--- config.mk ---
export PLATFORM = sky130hd
export DESIGN_NAME = seg7_frame_capture_flat
export DESIGN_NICKNAME = d
export VERILOG_FILES = /design/src/rtl/seg7_frame_capture_if.sv /design/src/rtl/seg7_frame_capture.sv /design/src/flat_wrapper.sv
export SDC_FILE = /design/constraint.sdc
export NUM_CORES = 1
export LEC_CHECK = 0
export BUFFER_PORTS_ARGS = -buffer_cell sky130_fd_sc_hd__buf_2
export CORE_ASPECT_RATIO = 0.8
export CORE_MARGIN = 10
export CORE_UTILIZATION = 50
export DETAILED_ROUTE_END_ITERATION = 7
export PLACE_DENSITY = 0.72
export SLEW_MARGIN = 20
export SYNTH_ARGS = -nofsm -noshare
export SYNTH_HDL_FRONTEND = slang
export SYNTH_SLANG_ARGS = --single-unit
--- constraint.sdc ---
create_clock -name clk -period 2.22 [get_ports clk]
set_input_delay 0.111 -clock clk [delete_from_list [all_inputs] [get_ports clk]]
set_output_delay 0.111 -clock clk [all_outputs]
set_load 0.01 [all_outputs]
--- src/rtl/seg7_frame_capture_if.sv ---
// Seven-segment receive bus plus decoded-frame outputs of seg7_frame_capture.
// master = side driving the LED bus and consuming frames; slave = the capture block.
interface seg7_frame_capture_if;
    logic       an3, an2, an1, an0;
    logic       a, b, c, d, e, f, g;
    logic       dp;
    logic [3:0] digit3, digit2, digit1, digit0;
    logic [3:0] dp_flags;
    logic [3:0] invalid_flags;
    logic       frame_valid;
    logic       frame_err;

    modport master (
        output an3, an2, an1, an0, a, b, c, d, e, f, g, dp,
        input  digit3, digit2, digit1, digit0, dp_flags, invalid_flags,
               frame_valid, frame_err
    );

    modport slave (
        input  an3, an2, an1, an0, a, b, c, d, e, f, g, dp,
        output digit3, digit2, digit1, digit0, dp_flags, invalid_flags,
               frame_valid, frame_err
    );
endinterface

--- src/rtl/seg7_frame_capture.sv ---
// Samples a multiplexed active-low 4-digit seven-segment bus, decodes each settled digit
// and emits complete frames. Define SEG7_CAP_ORDER_CHECK_EN to enforce an3->an2->an1->an0 order.
module seg7_frame_capture #(
    parameter int SETTLE_CYCLES  = 4,
    parameter int TIMEOUT_CYCLES = 1024
) (
    input  logic                 clk,
    input  logic                 reset,
    seg7_frame_capture_if.slave  bus
);
    // state  | meaning
    // IDLE   | no single anode low, nothing to capture
    // SETTLE | one anode low, counting identical samples
    // HELD   | digit captured, waiting for the bus to change
    typedef enum logic [1:0] {IDLE = 2'd0, SETTLE = 2'd1, HELD = 2'd2} state_t;

    localparam int SW = $clog2(SETTLE_CYCLES + 1);
    localparam int TW = $clog2(TIMEOUT_CYCLES + 1);
    localparam logic [SW-1:0] SETTLE_MAX = SW'(SETTLE_CYCLES);
    localparam logic [SW-1:0] SETTLE_HIT = SW'(SETTLE_CYCLES - 1);
    localparam logic [TW-1:0] TMO_LOAD   = TW'(TIMEOUT_CYCLES - 1);

    state_t           state;
    logic [11:0]      in_q, in_p;       // {an3..an0, a..g, dp}
    logic [SW-1:0]    stable_cnt, stable_nxt;
    logic [TW-1:0]    tmo_cnt;
    logic [3:0]       mask, sdp, sinv;
    logic [3:0][3:0]  shadow;
    logic             anode_valid;
    logic [1:0]       sel;
    logic [3:0]       sel_bit;
    logic [3:0]       code;
    logic             code_inv;
    logic             capture;

    always_comb begin
        anode_valid = 1'b1;
        sel         = 2'd0;
        case (in_q[11:8])
            4'b0111: sel = 2'd3;
            4'b1011: sel = 2'd2;
            4'b1101: sel = 2'd1;
            4'b1110: sel = 2'd0;
            default: anode_valid = 1'b0;
        endcase
    end

    always_comb begin
        code     = 4'h0;
        code_inv = 1'b0;
        case (in_q[7:1])
            7'b0000001: code = 4'h0;
            7'b1001111: code = 4'h1;
            7'b0010010: code = 4'h2;
            7'b0000110: code = 4'h3;
            7'b1001100: code = 4'h4;
            7'b0100100: code = 4'h5;
            7'b0100000: code = 4'h6;
            7'b0001111: code = 4'h7;
            7'b0000000: code = 4'h8;
            7'b0000100: code = 4'h9;
            7'b0001000: code = 4'hA;
            7'b1100000: code = 4'hB;
            7'b0110001: code = 4'hC;
            7'b1000010: code = 4'hD;
            7'b0110000: code = 4'hE;
            7'b0111000: code = 4'hF;
            default:    code_inv = 1'b1;
        endcase
    end

    // Next count includes the current comparison so a capture never takes a just-changed sample.
    always_comb begin
        stable_nxt = '0;
        if (in_q == in_p)
            stable_nxt = (stable_cnt == SETTLE_MAX) ? stable_cnt : stable_cnt + 1'b1;
    end

    assign sel_bit = 4'b0001 << sel;
    assign capture = (state == SETTLE) && anode_valid && (stable_nxt >= SETTLE_HIT);

`ifdef SEG7_CAP_ORDER_CHECK_EN
    logic [1:0] last_idx;
    logic       in_order;
    // An empty mask accepts any digit; otherwise repeat the last digit or take the next in scan order.
    assign in_order = (mask == 4'h0) || (sel == last_idx) || (sel == last_idx - 2'd1);
`endif

    always_ff @(posedge clk) begin
        if (reset) begin
            state             <= IDLE;
            in_q              <= '0;
            in_p              <= '0;
            stable_cnt        <= '0;
            tmo_cnt           <= '0;
            mask              <= '0;
            sdp               <= '0;
            sinv              <= '0;
            shadow            <= '0;
            bus.digit3        <= '0;
            bus.digit2        <= '0;
            bus.digit1        <= '0;
            bus.digit0        <= '0;
            bus.dp_flags      <= '0;
            bus.invalid_flags <= '0;
            bus.frame_valid   <= 1'b0;
            bus.frame_err     <= 1'b0;
`ifdef SEG7_CAP_ORDER_CHECK_EN
            last_idx          <= '0;
`endif
        end else begin
            in_q <= {bus.an3, bus.an2, bus.an1, bus.an0,
                     bus.a, bus.b, bus.c, bus.d, bus.e, bus.f, bus.g, bus.dp};
            in_p <= in_q;
            stable_cnt      <= stable_nxt;
            bus.frame_valid <= 1'b0;
            bus.frame_err   <= 1'b0;

            case (state)
                IDLE:    if (anode_valid) state <= SETTLE;
                SETTLE:  if (!anode_valid) state <= IDLE;
                         else if (capture) state <= HELD;
                HELD:    if (in_q != in_p) state <= anode_valid ? SETTLE : IDLE;
                default: state <= IDLE;
            endcase

            if (mask == 4'hF) begin
                bus.digit3        <= shadow[3];
                bus.digit2        <= shadow[2];
                bus.digit1        <= shadow[1];
                bus.digit0        <= shadow[0];
                bus.dp_flags      <= sdp;
                bus.invalid_flags <= sinv;
                bus.frame_valid   <= 1'b1;
                mask              <= '0;
                tmo_cnt           <= '0;
            end else if (capture) begin
                shadow[sel] <= code;
                sdp[sel]    <= ~in_q[0];
                sinv[sel]   <= code_inv;
                tmo_cnt     <= TMO_LOAD;
`ifdef SEG7_CAP_ORDER_CHECK_EN
                last_idx <= sel;
                if (!in_order) begin
                    bus.frame_err <= 1'b1;
                    mask          <= sel_bit;
                end else begin
                    mask <= mask | sel_bit;
                end
`else
                mask <= mask | sel_bit;
`endif
            end else if (mask != 4'h0) begin
                // Remaining-cycles timer; terminal count abandons the partial frame.
                if (tmo_cnt == '0) begin
                    bus.frame_err <= 1'b1;
                    mask          <= '0;
                end else begin
                    tmo_cnt <= tmo_cnt - 1'b1;
                end
            end
        end
    end
endmodule

--- src/flat_wrapper.sv ---
// flat-port wrapper written by rule: the top's interface ports become plain ports
module seg7_frame_capture_flat 
#(
    parameter int SETTLE_CYCLES  = 4,
    parameter int TIMEOUT_CYCLES = 1024
)
  (clk, reset, bus_an3, bus_an2, bus_an1, bus_an0, bus_a, bus_b, bus_c, bus_d, bus_e, bus_f, bus_g, bus_dp, bus_digit3, bus_digit2, bus_digit1, bus_digit0, bus_dp_flags, bus_invalid_flags, bus_frame_valid, bus_frame_err);
  seg7_frame_capture_if bus_i ();
  input  logic clk;
  input  logic reset;
  input wire logic [$bits(bus_i.an3)-1:0] bus_an3;
  input wire logic [$bits(bus_i.an2)-1:0] bus_an2;
  input wire logic [$bits(bus_i.an1)-1:0] bus_an1;
  input wire logic [$bits(bus_i.an0)-1:0] bus_an0;
  input wire logic [$bits(bus_i.a)-1:0] bus_a;
  input wire logic [$bits(bus_i.b)-1:0] bus_b;
  input wire logic [$bits(bus_i.c)-1:0] bus_c;
  input wire logic [$bits(bus_i.d)-1:0] bus_d;
  input wire logic [$bits(bus_i.e)-1:0] bus_e;
  input wire logic [$bits(bus_i.f)-1:0] bus_f;
  input wire logic [$bits(bus_i.g)-1:0] bus_g;
  input wire logic [$bits(bus_i.dp)-1:0] bus_dp;
  output wire logic [$bits(bus_i.digit3)-1:0] bus_digit3;
  output wire logic [$bits(bus_i.digit2)-1:0] bus_digit2;
  output wire logic [$bits(bus_i.digit1)-1:0] bus_digit1;
  output wire logic [$bits(bus_i.digit0)-1:0] bus_digit0;
  output wire logic [$bits(bus_i.dp_flags)-1:0] bus_dp_flags;
  output wire logic [$bits(bus_i.invalid_flags)-1:0] bus_invalid_flags;
  output wire logic [$bits(bus_i.frame_valid)-1:0] bus_frame_valid;
  output wire logic [$bits(bus_i.frame_err)-1:0] bus_frame_err;
  assign bus_i.an3 = bus_an3;
  assign bus_i.an2 = bus_an2;
  assign bus_i.an1 = bus_an1;
  assign bus_i.an0 = bus_an0;
  assign bus_i.a = bus_a;
  assign bus_i.b = bus_b;
  assign bus_i.c = bus_c;
  assign bus_i.d = bus_d;
  assign bus_i.e = bus_e;
  assign bus_i.f = bus_f;
  assign bus_i.g = bus_g;
  assign bus_i.dp = bus_dp;
  assign bus_digit3 = bus_i.digit3;
  assign bus_digit2 = bus_i.digit2;
  assign bus_digit1 = bus_i.digit1;
  assign bus_digit0 = bus_i.digit0;
  assign bus_dp_flags = bus_i.dp_flags;
  assign bus_invalid_flags = bus_i.invalid_flags;
  assign bus_frame_valid = bus_i.frame_valid;
  assign bus_frame_err = bus_i.frame_err;
  seg7_frame_capture #(.SETTLE_CYCLES(SETTLE_CYCLES), .TIMEOUT_CYCLES(TIMEOUT_CYCLES)) u_core (.clk(clk), .reset(reset), .bus(bus_i));
endmodule
==> run_results.csv <==
group,metric,value,unit
global_route,grt_pass1_vias,3058,
pwr,leakage,1.79,nW
min_path,hold-path-endpoint,"u_core.bus.frame_valid$_SDFF_PP0_",
min_path,hold_path_class,"input port to flip-flop",
timing,skew,0.0112,ns
final_layout,syn_to_final_growth,18.9,%
placement,place_worst_setup_slack,-0.00329,ns
min_path,min_from,"reset",
pwr,clockPowerShare,36.0,%
synth,mappedNetlistArea,4000,sq um
pwr,seq_power_share,58.2,%
floorplanning,die-area,12000,sq um
floorplanning,num_io_pins,40,
route,final_antenna_net_count,0,
global_route,grt-ovfl-total,0,
synth,yosys.cell_types.count,53,
timing,fmax,0.478,GHz
synth,syn_inst,431,
synth,ys.warnings.count,0,
timing,slew_viol_final,0,
placement,io_buffers,39,
global_route,grt_pass1_wl,14700,um
synth,synth_nets,448,
min_path,min_path_cells,2,
clock_network,clk_pin_slew,0.10,ns
route,drc_errors,0,
route,drt_first_pass_iters,4,
pwr,pwr_density_cell,624,nW/um^2
timing,hold_ws,0.195,ns
worst_setup_path,crit_path_start_kind,"flip-flop",
synth,synth_edf_count,0,
route,totalWireLength,8730,um
worst_setup_path,ff2ff_path_depth,4,
run,drv_cap,0,
timing,setup_viol,0,
global_route,grt_usage,14.7,%
worst_setup_path,crit_required,2.48,ns
worst_setup_path,worstPathMaxFanout,5,
timing,relSlewSlack,58.8,%
worst_setup_path,reg2reg_from,"u_core.tmo_cnt[3]$_SDFFE_PP0P_",
floorplanning,num_rows,29,
clock_network,cts_inserted_buffers,9,
synth,ys_seq_area_share,47.0,%
pwr,sw_frac_of_total,25.6,%
placement,place_hpwl,6120,um
pwr,power.internal,2.21,mW
synth,ys_ff_latch,94,
pwr,power.total,2.97,mW
global_route,antenna_found_initial,0,
run_status,outcome,"completed",
worst_setup_path,worstSetupPathType,"flip-flop to flip-flop",
timing,layout_setup_ws,0.130,ns
floorplanning,die_h,100,um
pwr,power.switching,0.760,mW
final_layout,drive_gt1_share,20.6,%
placement,globalplace.congestion,0.802,
worst_setup_path,cp.arrival,2.35,ns
global_route,grt_max_degree,36,
worst_setup_path,r2r_slack,0.13,ns
clock_network,cts-htree-levels,3,
clock_network,root_buffer,"clkbuf_8",
floorplanning,die_w,120,um
clock_network,cts_tree,"built",
pwr,irDropWorstVdd,0.333,mV
synth,syn_avg_cell_area,9.28,sq um
route,drtIter0Drc,141,
route,viasPerCell,5.33,
floorplanning,coreArea,7870,sq um
worst_setup_path,end_kind,"flip-flop",
route,vias,3209,
timing,fin_crit_sh,94.1,%
timing,grt_setup_unrepaired,"no",
pwr,pwr-share-comb,5.9,%
synth,synth-async-reset-ratio,0,%
synth,dominantRegCellSynth,"dfxtp_1",
floorplanning,start_util,50.8,%
timing,hold_violations,0,
timing,tightest_slew,0.618,ns
worst_setup_path,rr_endpoint,"u_core.bus.frame_err$_SDFF_PP0_",
timing,fin_crit,2.09,ns
clock_network,clockBufferDepth,2,
clock_network,insertion_delay,0.37,ns
final_layout,n_fill_cell,702,
clock_network,cts_sinks,94,
route,avgRoutedWirePerCell,14.5,um
final_layout,fin_nets,506,
final_layout,antennaDiodeCount,0,
## cell families (layout without fill, tap and decap cells)
logic type,count (synthesis),count (layout),synth area share [%]
buf+inv,32,95,3.19
compound gates,69,69,10.9
xor+xnor,23,23,5.04
fa+ha+maj,3,3,0.938
flops,94,94,47.0
mux,23,23,5.76
simple gates,187,187,27.1
## worst max path at each step
stage,slack (ns),start,end
finish,0.13,u_core.tmo_cnt[3]$_SDFFE_PP0P_,u_core.bus.frame_err$_SDFF_PP0_
global route,0.03,u_core.tmo_cnt[3]$_SDFFE_PP0P_,u_core.bus.frame_err$_SDFF_PP0_
CTS,0.003,u_core.stable_cnt[0]$_SDFF_PP0_,u_core.shadow[6]$_SDFFE_PP0P_
detailed placement,-0.003,u_core.stable_cnt[0]$_SDFF_PP0_,u_core.shadow[6]$_SDFFE_PP0P_
global placement,0.15,u_core.stable_cnt[0]$_SDFF_PP0_,u_core.shadow[5]$_SDFFE_PP0P_
floorplan,0.12,u_core.in_q[8]$_SDFF_PP0_,u_core.sdp[1]$_SDFFE_PP0P_
## synthesized netlist by cell type, drive strengths merged (3+ instances only)
cell     n  area share [%]
a211oi   5            0.94
a21oi   27             3.4
a31oi    5            0.78
a41oi    4            0.88
and3     3            0.47
buf      3            0.47
clkbuf  24             2.3
dfxtp   94              47
ha       3            0.94
inv      5            0.47
mux2i   23             5.8
nand2   57             5.3
nand2b  30             4.7
nand3    7            0.88
nand4b   4            0.88
nor2    13             1.2
nor2b   27             4.2
nor3     5            0.75
nor4    12             3.2
o21ai   11             1.4
or2      3            0.47
or3      5            0.78
or4      9             1.8
xnor2   10             2.2
xor2    13             2.8
## critical path: stages (launching register included)
cell and delay, ns:
dfxtp_1 0.35, or4_1 0.62, or2_0 0.27, or3_1 0.41
a2111oi_1 0.33
## cell type report
class	count	area (sq um)	area share (%)
clock buffer	9	124	2.60
clock inverter	7	58.8	1.24
inverter	5	18.8	0.395
multi-input combinational	305	2040	42.9
sequential	94	1890	39.7
tap	108	135	2.84
timing repair buffer	74	492	10.3
## through the flow
| step | std cells | TNS (ns) | cell area (sq um) | utilization, % |
|---|---|---|---|---|
| floorplan | 431 | 0 | 4000 | - |
| global placement | 573 | 0 | 4390 | 55.7 |
| detailed placement | 573 | -0.00329 | 4390 | 55.7 |
| CTS | 601 | 0 | 4690 | 59.6 |
| global route | 602 | 0 | 4760 | 60.4 |
| finish | 602 | 0 | 4760 | 60.4 |
## registers in the layout, indices dropped and copies added, names as in the netlist
signal and flops:
u_core.shadow 16, u_core.bus.digit3 4, u_core.bus.digit2 4, u_core.bus.digit1 4
u_core.bus.digit0 4, u_core.bus.frame_valid 1, u_core.sinv 4, u_core.tmo_cnt 11
u_core.in_p 12, u_core.bus.invalid_flags 4, u_core.bus.frame_err 1, u_core.sdp 4
u_core.bus.dp_flags 4, u_core.mask 4, u_core.state 2, u_core.in_q 12
u_core.stable_cnt 3
## metal layers
layer,wire [um],GRT usage (%),vias to the layer above,share of wire (%)
met5,0,0,-,0
met4,101,3.89,0,1.2
met3,354,5.05,7,4.1
met2,4100,23.8,64,47
met1,4180,18.3,1517,48
li1,-,-,1621,-
## placed cells by master, fill, tap and decap left out, types with 5 or more instances in the layout
cell	netlist	routed
a21oi_1	27	27
dlygate4sd3_1	0	12
mux2i_1	23	23
a31oi_1	5	5
xor2_1	13	13
or4_1	8	8
o21ai_0	11	11
dfxtp_1	94	90
nor2b_1	27	26
a211oi_1	5	5
nand3_1	7	6
buf_2	0	39
nor4_1	8	8
nor2_1	13	13
clkbuf_8	0	9
nand2_1	57	57
xnor2_1	10	10
buf_4	0	22
nand2b_1	30	29
## power groups by stage
stage	Sequential, mW	Combinational [mW]	Clock (mW)
after floorplan	1.76	0.114	0
after global placement	1.76	0.153	0
after detailed placement	1.77	0.155	0
after CTS	1.73	0.172	1.08
after global routing	1.73	0.193	1.16
final	1.73	0.174	1.07
## what timing repair did
item / in CTS / in global routing
hold buffers: 12 / 0
hold endpoints to repair: 12 / 0
pin swaps: 0 / 1
resized for setup: 1 / 15
setup buffers: 0 / 1
setup endpoints to repair: 1 / 38
gates cloned: 0 / 0
No activity file was read; power rests on OpenSTA's default activity.
